<file path="src/rtl/mux4_rr_arbiter_if.sv">
// rtl/mux4_rr_arbiter_if.sv - request/grant/select bundle between requesters and the 4-input mux arbiter
// Optional member grant_cnt exists only when MUX4_ARB_GRANT_CNT_EN is defined.
interface mux4_rr_arbiter_if;
  logic [3:0]  req;
  logic [3:0]  gnt;
  logic        sel_s0;
  logic        sel_s1;
  logic        busy;
`ifdef MUX4_ARB_GRANT_CNT_EN
  logic [15:0] grant_cnt;

  modport master (output req, input gnt, input sel_s0, input sel_s1, input busy, input grant_cnt);
  modport slave  (input req, output gnt, output sel_s0, output sel_s1, output busy, output grant_cnt);
`else
  modport master (output req, input gnt, input sel_s0, input sel_s1, input busy);
  modport slave  (input req, output gnt, output sel_s0, output sel_s1, output busy);
`endif
endinterface

</file>
<file path="src/rtl/mux4_rr_arbiter.sv">
// rtl/mux4_rr_arbiter.sv - round-robin arbiter with hold cap driving the select pins of a shared 4:1 mux
// Define MUX4_ARB_GRANT_CNT_EN to add the saturating 16-bit grant_cnt output.
module mux4_rr_arbiter #(
  parameter int MAX_HOLD = 8,
  parameter int CNT_W    = 3
) (
  input  logic               clk,
  input  logic               rst,
  mux4_rr_arbiter_if.slave   bus
);

  localparam logic [0:0] ST_IDLE  = 1'b0;
  localparam logic [0:0] ST_GRANT = 1'b1;

  generate
    if (MAX_HOLD < 2 || (1 << CNT_W) < MAX_HOLD) begin : g_param_check
      $error("mux4_rr_arbiter: MAX_HOLD must be >= 2 and fit in CNT_W bits");
    end
  endgenerate

  logic [0:0]       r_state;
  logic [1:0]       r_last;
  logic [1:0]       r_sel;
  logic [3:0]       r_gnt;
  logic [CNT_W-1:0] r_hold;

  logic [0:0]       w_nxt_state;
  logic [CNT_W-1:0] w_nxt_hold;
  logic             w_issue;
  logic [1:0]       w_issue_idx;
  logic             w_drop;
  logic [3:0]       w_owner_oh;
  logic [3:0]       w_others;
  logic [2:0]       w_pick_all;
  logic [2:0]       w_pick_oth;
  logic             w_at_limit;

  // Returns {found, index}; scan begins just after start_after and wraps ascending.
  function automatic logic [2:0] f_pick(input logic [3:0] cand, input logic [1:0] start_after);
    logic       found;
    logic [1:0] idx;
    logic [1:0] i;
    found = 1'b0;
    idx   = 2'd0;
    for (int k = 1; k <= 4; k++) begin
      i = start_after + 2'(k);
      if (!found && cand[i]) begin
        found = 1'b1;
        idx   = i;
      end
    end
    return {found, idx};
  endfunction

  assign w_owner_oh = 4'b0001 << r_last;
  assign w_others   = bus.req & ~w_owner_oh;
  assign w_pick_all = f_pick(bus.req, r_last);
  assign w_pick_oth = f_pick(w_others, r_last);
  assign w_at_limit = (r_hold == CNT_W'(MAX_HOLD - 1));

  always_comb begin
    w_nxt_state = r_state;
    w_nxt_hold  = r_hold;
    w_issue     = 1'b0;
    w_issue_idx = r_last;
    w_drop      = 1'b0;
    case (r_state)
      ST_IDLE: begin
        if (w_pick_all[2]) begin
          w_issue     = 1'b1;
          w_issue_idx = w_pick_all[1:0];
        end
      end
      default: begin
        if (!bus.req[r_last]) begin
          if (w_pick_oth[2]) begin
            w_issue     = 1'b1;
            w_issue_idx = w_pick_oth[1:0];
          end else begin
            w_drop = 1'b1;
          end
        end else if (w_at_limit) begin
          // Preempt only if someone else is waiting; otherwise the owner keeps going.
          if (w_pick_oth[2]) begin
            w_issue     = 1'b1;
            w_issue_idx = w_pick_oth[1:0];
          end else begin
            w_nxt_hold = '0;
          end
        end else begin
          w_nxt_hold = r_hold + CNT_W'(1);
        end
      end
    endcase
    if (w_issue) begin
      w_nxt_state = ST_GRANT;
      w_nxt_hold  = '0;
    end else if (w_drop) begin
      w_nxt_state = ST_IDLE;
      w_nxt_hold  = '0;
    end
  end

  always_ff @(posedge clk or posedge rst) begin
    if (rst) begin
      r_state <= ST_IDLE;
      r_last  <= 2'd3;
      r_sel   <= 2'd0;
      r_gnt   <= 4'd0;
      r_hold  <= '0;
    end else begin
      r_state <= w_nxt_state;
      r_hold  <= w_nxt_hold;
      if (w_issue) begin
        r_gnt  <= 4'b0001 << w_issue_idx;
        r_sel  <= w_issue_idx;
        r_last <= w_issue_idx;
      end else if (w_drop) begin
        r_gnt  <= 4'd0;
      end
    end
  end

  assign bus.gnt    = r_gnt;
  assign bus.sel_s0 = r_sel[1];
  assign bus.sel_s1 = r_sel[0];
  assign bus.busy   = |r_gnt;

`ifdef MUX4_ARB_GRANT_CNT_EN
  logic [15:0] r_grant_cnt;

  always_ff @(posedge clk or posedge rst) begin
    if (rst) begin
      r_grant_cnt <= 16'd0;
    end else if (w_issue && r_grant_cnt != 16'hFFFF) begin
      r_grant_cnt <= r_grant_cnt + 16'd1;
    end
  end

  assign bus.grant_cnt = r_grant_cnt;
`endif

endmodule

</file>
<file path="src/flat_wrapper.sv">
// flat-port wrapper written by rule: the top's interface ports become plain ports
module mux4_rr_arbiter_flat 
#(
  parameter int MAX_HOLD = 8,
  parameter int CNT_W    = 3
)
  (clk, rst, bus_req, bus_gnt, bus_sel_s0, bus_sel_s1, bus_busy);
  mux4_rr_arbiter_if bus_i ();
  input  logic clk;
  input  logic rst;
  input wire logic [$bits(bus_i.req)-1:0] bus_req;
  output wire logic [$bits(bus_i.gnt)-1:0] bus_gnt;
  output wire logic [$bits(bus_i.sel_s0)-1:0] bus_sel_s0;
  output wire logic [$bits(bus_i.sel_s1)-1:0] bus_sel_s1;
  output wire logic [$bits(bus_i.busy)-1:0] bus_busy;
  assign bus_i.req = bus_req;
  assign bus_gnt = bus_i.gnt;
  assign bus_sel_s0 = bus_i.sel_s0;
  assign bus_sel_s1 = bus_i.sel_s1;
  assign bus_busy = bus_i.busy;
  mux4_rr_arbiter #(.MAX_HOLD(MAX_HOLD), .CNT_W(CNT_W)) u_core (.clk(clk), .rst(rst), .bus(bus_i));
endmodule
</file>
<file path="config.mk">
export PLATFORM = sky130hd
export DESIGN_NAME = mux4_rr_arbiter_flat
export DESIGN_NICKNAME = d
export VERILOG_FILES = /design/src/rtl/mux4_rr_arbiter_if.sv /design/src/rtl/mux4_rr_arbiter.sv /design/src/flat_wrapper.sv
export SDC_FILE = /design/constraint.sdc
export NUM_CORES = 1
export LEC_CHECK = 0
export CORE_UTILIZATION = 58
export CTS_CLUSTER_SIZE = 20
export DETAILED_ROUTE_END_ITERATION = 8
export GPL_ROUTABILITY_DRIVEN = 0
export PLACE_DENSITY = 0.88
export SYNTH_ARGS = -nofsm -noshare
export SYNTH_HDL_FRONTEND = slang
export SYNTH_SLANG_ARGS = --single-unit
</file>
<file path="constraint.sdc">
create_clock -name clk -period 6.2 [get_ports clk]
set_clock_uncertainty 0.1 [all_clocks]
set_input_delay 0.62 -clock clk [delete_from_list [all_inputs] [get_ports clk]]
set_output_delay 0.62 -clock clk [all_outputs]
set_load 0.05 [all_outputs]
</file>
== Word-level counts from Yosys, hierarchy flattened ==
Cells that the tools add are included.
Operators by class
  $add $sub $neg: 4
  reductions and logical operators: 17
  bitwise gates (word level): 2
  equality and inequality tests: 2
  muxes and demuxes: 55
  shift operators: 2
  order comparisons: 4
Operator list (number)
  $mux W1: 26
  $mux W2: 13
  $mux W3: 6
  $bmux W1 S2: 8
  $lt A2 B3 Y1 const B: 4
  $mux W4: 2
  $shl A1 B2 Y4 const A: 2
  $logic_and A1 B1 Y1: 6
  $logic_not A1 Y1: 6
  $reduce_bool A3 Y1: 2
  $add A2 B2 Y2 const B: 2
  $and A4 B4 Y4: 1
  $ne A4 B2 Y1 const B: 1
  $not A4 Y4: 1
  $reduce_or A4 Y1: 1
  $add A3 B1 Y3 const B: 1
  $eq A3 B3 Y1 const B: 1
  $reduce_and A3 Y1: 1
  $add A2 B1 Y2 const B: 1
  $reduce_bool A2 Y1: 1
Storage, ports and cells
  input bits: 6
  output and inout port bits: 7
  bits in registers: 12
  logic and storage cells: 91

== Depth between registers and ports, before layout ==
  depth after elaboration: 21
  depth in mapped cells: 11
  gate-level depth less buffers: 9

== Least setup slack after synthesis ==
OpenSTA, ideal clock, no wires.
  kind: register to register
  from: register u_core.r_last[0]
  to: register u_core.r_gnt[1] (netlist: u_core.bus.gnt[1])
  path slack: 3378 ps
  cell stages (with the launch flop): 9
  data arrival time: 2601 ps
  library setup time: 121 ps
  period minus slack after synthesis: 2822 ps
  path buffers: 2
  data required time: 5979 ps
  cells stage by stage: dfstp_2 > clkbuf_1 > inv_1 > ha_1 > clkbuf_1 > or4_4 > a311oi_2 > nor3b_1 > a22o_1
On the way
  word-level cells in the longest chain between the ends: 21
  elaborated cells between the ends (all ways): 66
  classes of those cells: add/sub: 3; shift: 2; mux: 46; bitwise: 2; reduce/logical: 13
RTL lines
  start, declared: line mux4_rr_arbiter.sv:22  | logic [1:0] r_last;
  start signal, assigned: line mux4_rr_arbiter.sv:117  | r_last <= w_issue_idx;
  parallel branches: the longest is 21 deep, another holds $add A2 B1 Y2
  end signal, assigned: line mux4_rr_arbiter.sv:115  | r_gnt <= 4'b0001 << w_issue_idx;
  end, declared: line mux4_rr_arbiter.sv:24  | logic [3:0] r_gnt;
Several ways; the timed one is not identified. The select of a mux whose other input is x is not followed.
A chain may end at the register's enable or synchronous reset.

== Final worst setup path ==
  from: register u_core.r_last[0]
  to: register u_core.r_gnt[0] (netlist: u_core.bus.gnt[0])
The elaborated chain is that of the path after synthesis.

==> impl_metrics.env <==
export IMPL_crit_family="compound AO/OA/AOI/OAI gates"
export IMPL_synthXorXnorAreaFrac_pct=0
export IMPL_synthAdderAreaFrac_pct=7.151
export IMPL_n_antenna_cell=0
export IMPL_core_sq_um=1708
export IMPL_grt_use_total_pct=27.17
export IMPL_fin_crit_sh_pct=51.07
export IMPL_max_stage_delay_ns=0.76
export IMPL_postCtsSetupBuffers=0
export IMPL_yosys_warnings=0
export IMPL_peakVddDrop_mv=0.4043
export IMPL_syn_inst=117
export IMPL_hold_buffers=0
export IMPL_io_pin_count=13
export IMPL_finalCriticalPeriod_ns=3.166
export IMPL_vias_per_cell=6.604
export IMPL_grt_pass1_vias=853
export IMPL_worst_slew_pin_slew_ns=0.6147
export IMPL_avgSynthCellArea_sq_um=8.972
export IMPL_cap_violations=0
export IMPL_crit_type="register to register"
export IMPL_nFillCells=132
export IMPL_grt_pass1_wl_mm=3.898
export IMPL_yosys_cell_types_count=48
export IMPL_final_util_pct=69.45
export IMPL_seq_area_frac_synth_pct=28.84
export IMPL_end_kind="register"
export IMPL_slew_headroom_pct=58.64
export IMPL_clkPwrFrac_pct=6.5
export IMPL_syn_nets=129
export IMPL_final_cell_mix="clkdlybuf4s50_1, dfrtp_1, nand2_1, mux2i_1"
export IMPL_dr_total_vias=984
export IMPL_min_path_cells=1
export IMPL_hp_start="u_core.bus.gnt[2]"
export IMPL_fmax_mhz=315.8
export IMPL_start_util_pct=61.47
export IMPL_final_common_cell="clkdlybuf4s50_1"
export IMPL_hold_end="u_core.bus.gnt[2]"
export IMPL_rr_endpoint="u_core.bus.gnt[0]"
export IMPL_yosys_register_bits=12
export IMPL_cts_max_level=1
export IMPL_ant_nets=0
export IMPL_async_reset_ff_share_pct=100.0
export IMPL_muxShareOfSynthArea_pct=9.893
export IMPL_r2r_slack_ns=3.03
export IMPL_start_kind="register"
export IMPL_grt_start_max_net_pins=20
export IMPL_drtIter0Drc=40
export IMPL_synth_edf_count=0
export IMPL_routed_wl_mm=2.356
export IMPL_crit_buf_inv=1
export IMPL_synth_area_sq_um=1050
export IMPL_path_clk_slew_ns=0.07
export IMPL_combPwrFrac_pct=68.5
export IMPL_first_pass_iters=6
export IMPL_hold_class="register to register"
export IMPL_cts_path_max_buffers=2
export IMPL_netSwitchingFraction_pct=51.63
export IMPL_drive_gt1_share_pct=11.29
export IMPL_yosysTopAreaCell="dfrtp_1"
export IMPL_setup_tns_final_ns=0
export IMPL_setup_viol=0
export IMPL_reg2reg_depth=8
export IMPL_arrival_ns=3.24
export IMPL_intPower_uw=347.2
export IMPL_crit_path_cell_trace="inv_1 > ha_1 > nor2b_1 > o221a_2 > a2111oi_0 > o22ai_1 > a21o_1 > a22o_1"
export IMPL_synth_main_ff_cell="dfrtp_1"
export IMPL_status="finished, final reports clean"
export IMPL_synthSimpleGateAreaFrac_pct=21.81
export IMPL_drv_slew=0
export IMPL_rsz0062_at_grt="false"
export IMPL_synth_top_area_share_pct=23.84
export IMPL_fp_dieW_microns=44.55
export IMPL_worstSkewPairLatency_ns=0.28
export IMPL_grt_overflow=0
export IMPL_hpwl_mm=1.780
export IMPL_synth_area_leaders="dfrtp_1, ha_1, mux2i_1"
export IMPL_synth_top_family_by_area="compound AO/OA/AOI/OAI gates"
export IMPL_crit_fanout=19
export IMPL_pwr_share_seq_pct=25.0
export IMPL_wl_per_cell_microns=15.81
export IMPL_hold_viol=0
export IMPL_portBuffers=12
export IMPL_crit_slowest_cell="dfstp_2"
export IMPL_final_nets=138
export IMPL_die_area_sq_um=1984
export IMPL_area_delta_synth_final_pct=12.99
export IMPL_synth_compound_area_share_pct=26.22
export IMPL_p_sw_uw=370.6
export IMPL_clock_sinks=12
export IMPL_cts_tree="built"
export IMPL_dp_cells=146
export IMPL_crit_required_ns=6.27
export IMPL_power_density_nw_per_um2=605.2
export IMPL_root_buffer="clkbuf_4"
export IMPL_antenna_found_initial=0
export IMPL_rr_startpoint="u_core.r_last[0]"
export IMPL_cts_repair_resized=0
export IMPL_rows=15
export IMPL_drc_errors=0
export IMPL_die_y_microns=44.55
export IMPL_cts_made_buffers=3
export IMPL_post_layout_nonfiller_instances=149
export IMPL_p_leak_nw=0.5065
## state kept, by name, indices dropped and copies added (netlist names)
register        flops
u_core.r_sel        2
u_core.r_hold       3
u_core.r_last       2
u_core.bus.gnt      4
u_core.r_state      1
## worst reg2reg max path, cell delays in order (launching register included)
cell	delay, ns
dfstp_2	0.76
inv_1	0.23
ha_1	0.55
nor2b_1	0.10
o221a_2	0.24
a2111oi_0	0.49
o22ai_1	0.15
a21o_1	0.23
a22o_1	0.20
## routing by layer
layer	track usage [%]	wire, microns
met1	39.59	1022
met2	40.59	1088
met3	7.347	220
met4	5.455	25
met5	0	0
## final cells by class
class / count / area, sq um / area share (%)
clock buffer: 3 / 22.52 / 1.899
inverter: 7 / 26.28 / 2.215
multi-input combinational: 90 / 683.2 / 57.59
sequential: 12 / 302.8 / 25.53
tap: 25 / 31.28 / 2.637
timing repair buffer: 12 / 120.1 / 10.13
## logic make-up after synthesis
group,count (synthesis)
flops,12
buf+inv,15
compound gates,35
mux,9
simple gates,40
fa+ha+maj,6
## power groups by stage
stage,clock [mW],combinational [mW],sequential (mW)
5_1_grt,0.0513,0.533,0.188
3_5_place_dp,0,0.488,0.181
2_1_floorplan,0,0.349,0.202
4_1_cts,0.0470,0.489,0.180
3_3_place_gp,0,0.473,0.178
6_report,0.0467,0.492,0.179
## synth_stat cells (all sizes together) (3+ instances only)
master and n:
a21oi 3, a22o 4, clkbuf 6, dfrtp 10, ha 6, inv 7, mux2i 7, nand2 8
nand2b 4, nor2 6, nor2b 6, nor3 3, o21ai 3, o22ai 3, o2bb2ai 3, or2 3
## worst max path at each step
stage,from,endpoint,slack [ns],cells past startpoint
6_report,u_core.r_last[0],u_core.bus.gnt[0],3.03,8
5_1_grt,u_core.r_last[0],u_core.bus.gnt[0],2.81,8
4_1_cts,u_core.r_last[0],u_core.bus.gnt[0],3.04,8
3_5_place_dp,bus_req[2],u_core.bus.gnt[1],2.78,7
3_3_place_gp,bus_req[2],u_core.bus.gnt[1],2.85,7
2_1_floorplan,u_core.r_last[0],u_core.bus.gnt[1],3.38,8
## per-stage QoR
step                      power (mW)  cell area, sq um  hold slack, ns  worst slack [ns]
after floorplan               0.5506              1050          0.3632             3.378
after global placement        0.6506              1164          0.3828             2.847
after detailed placement      0.6686              1164          0.3993             2.785
after CTS                     0.7155              1186          0.4228             3.041
after global routing          0.7724              1186          0.4359             2.811
final                         0.7178              1186          0.4160             3.034
(Power assumes the default switching activity.)
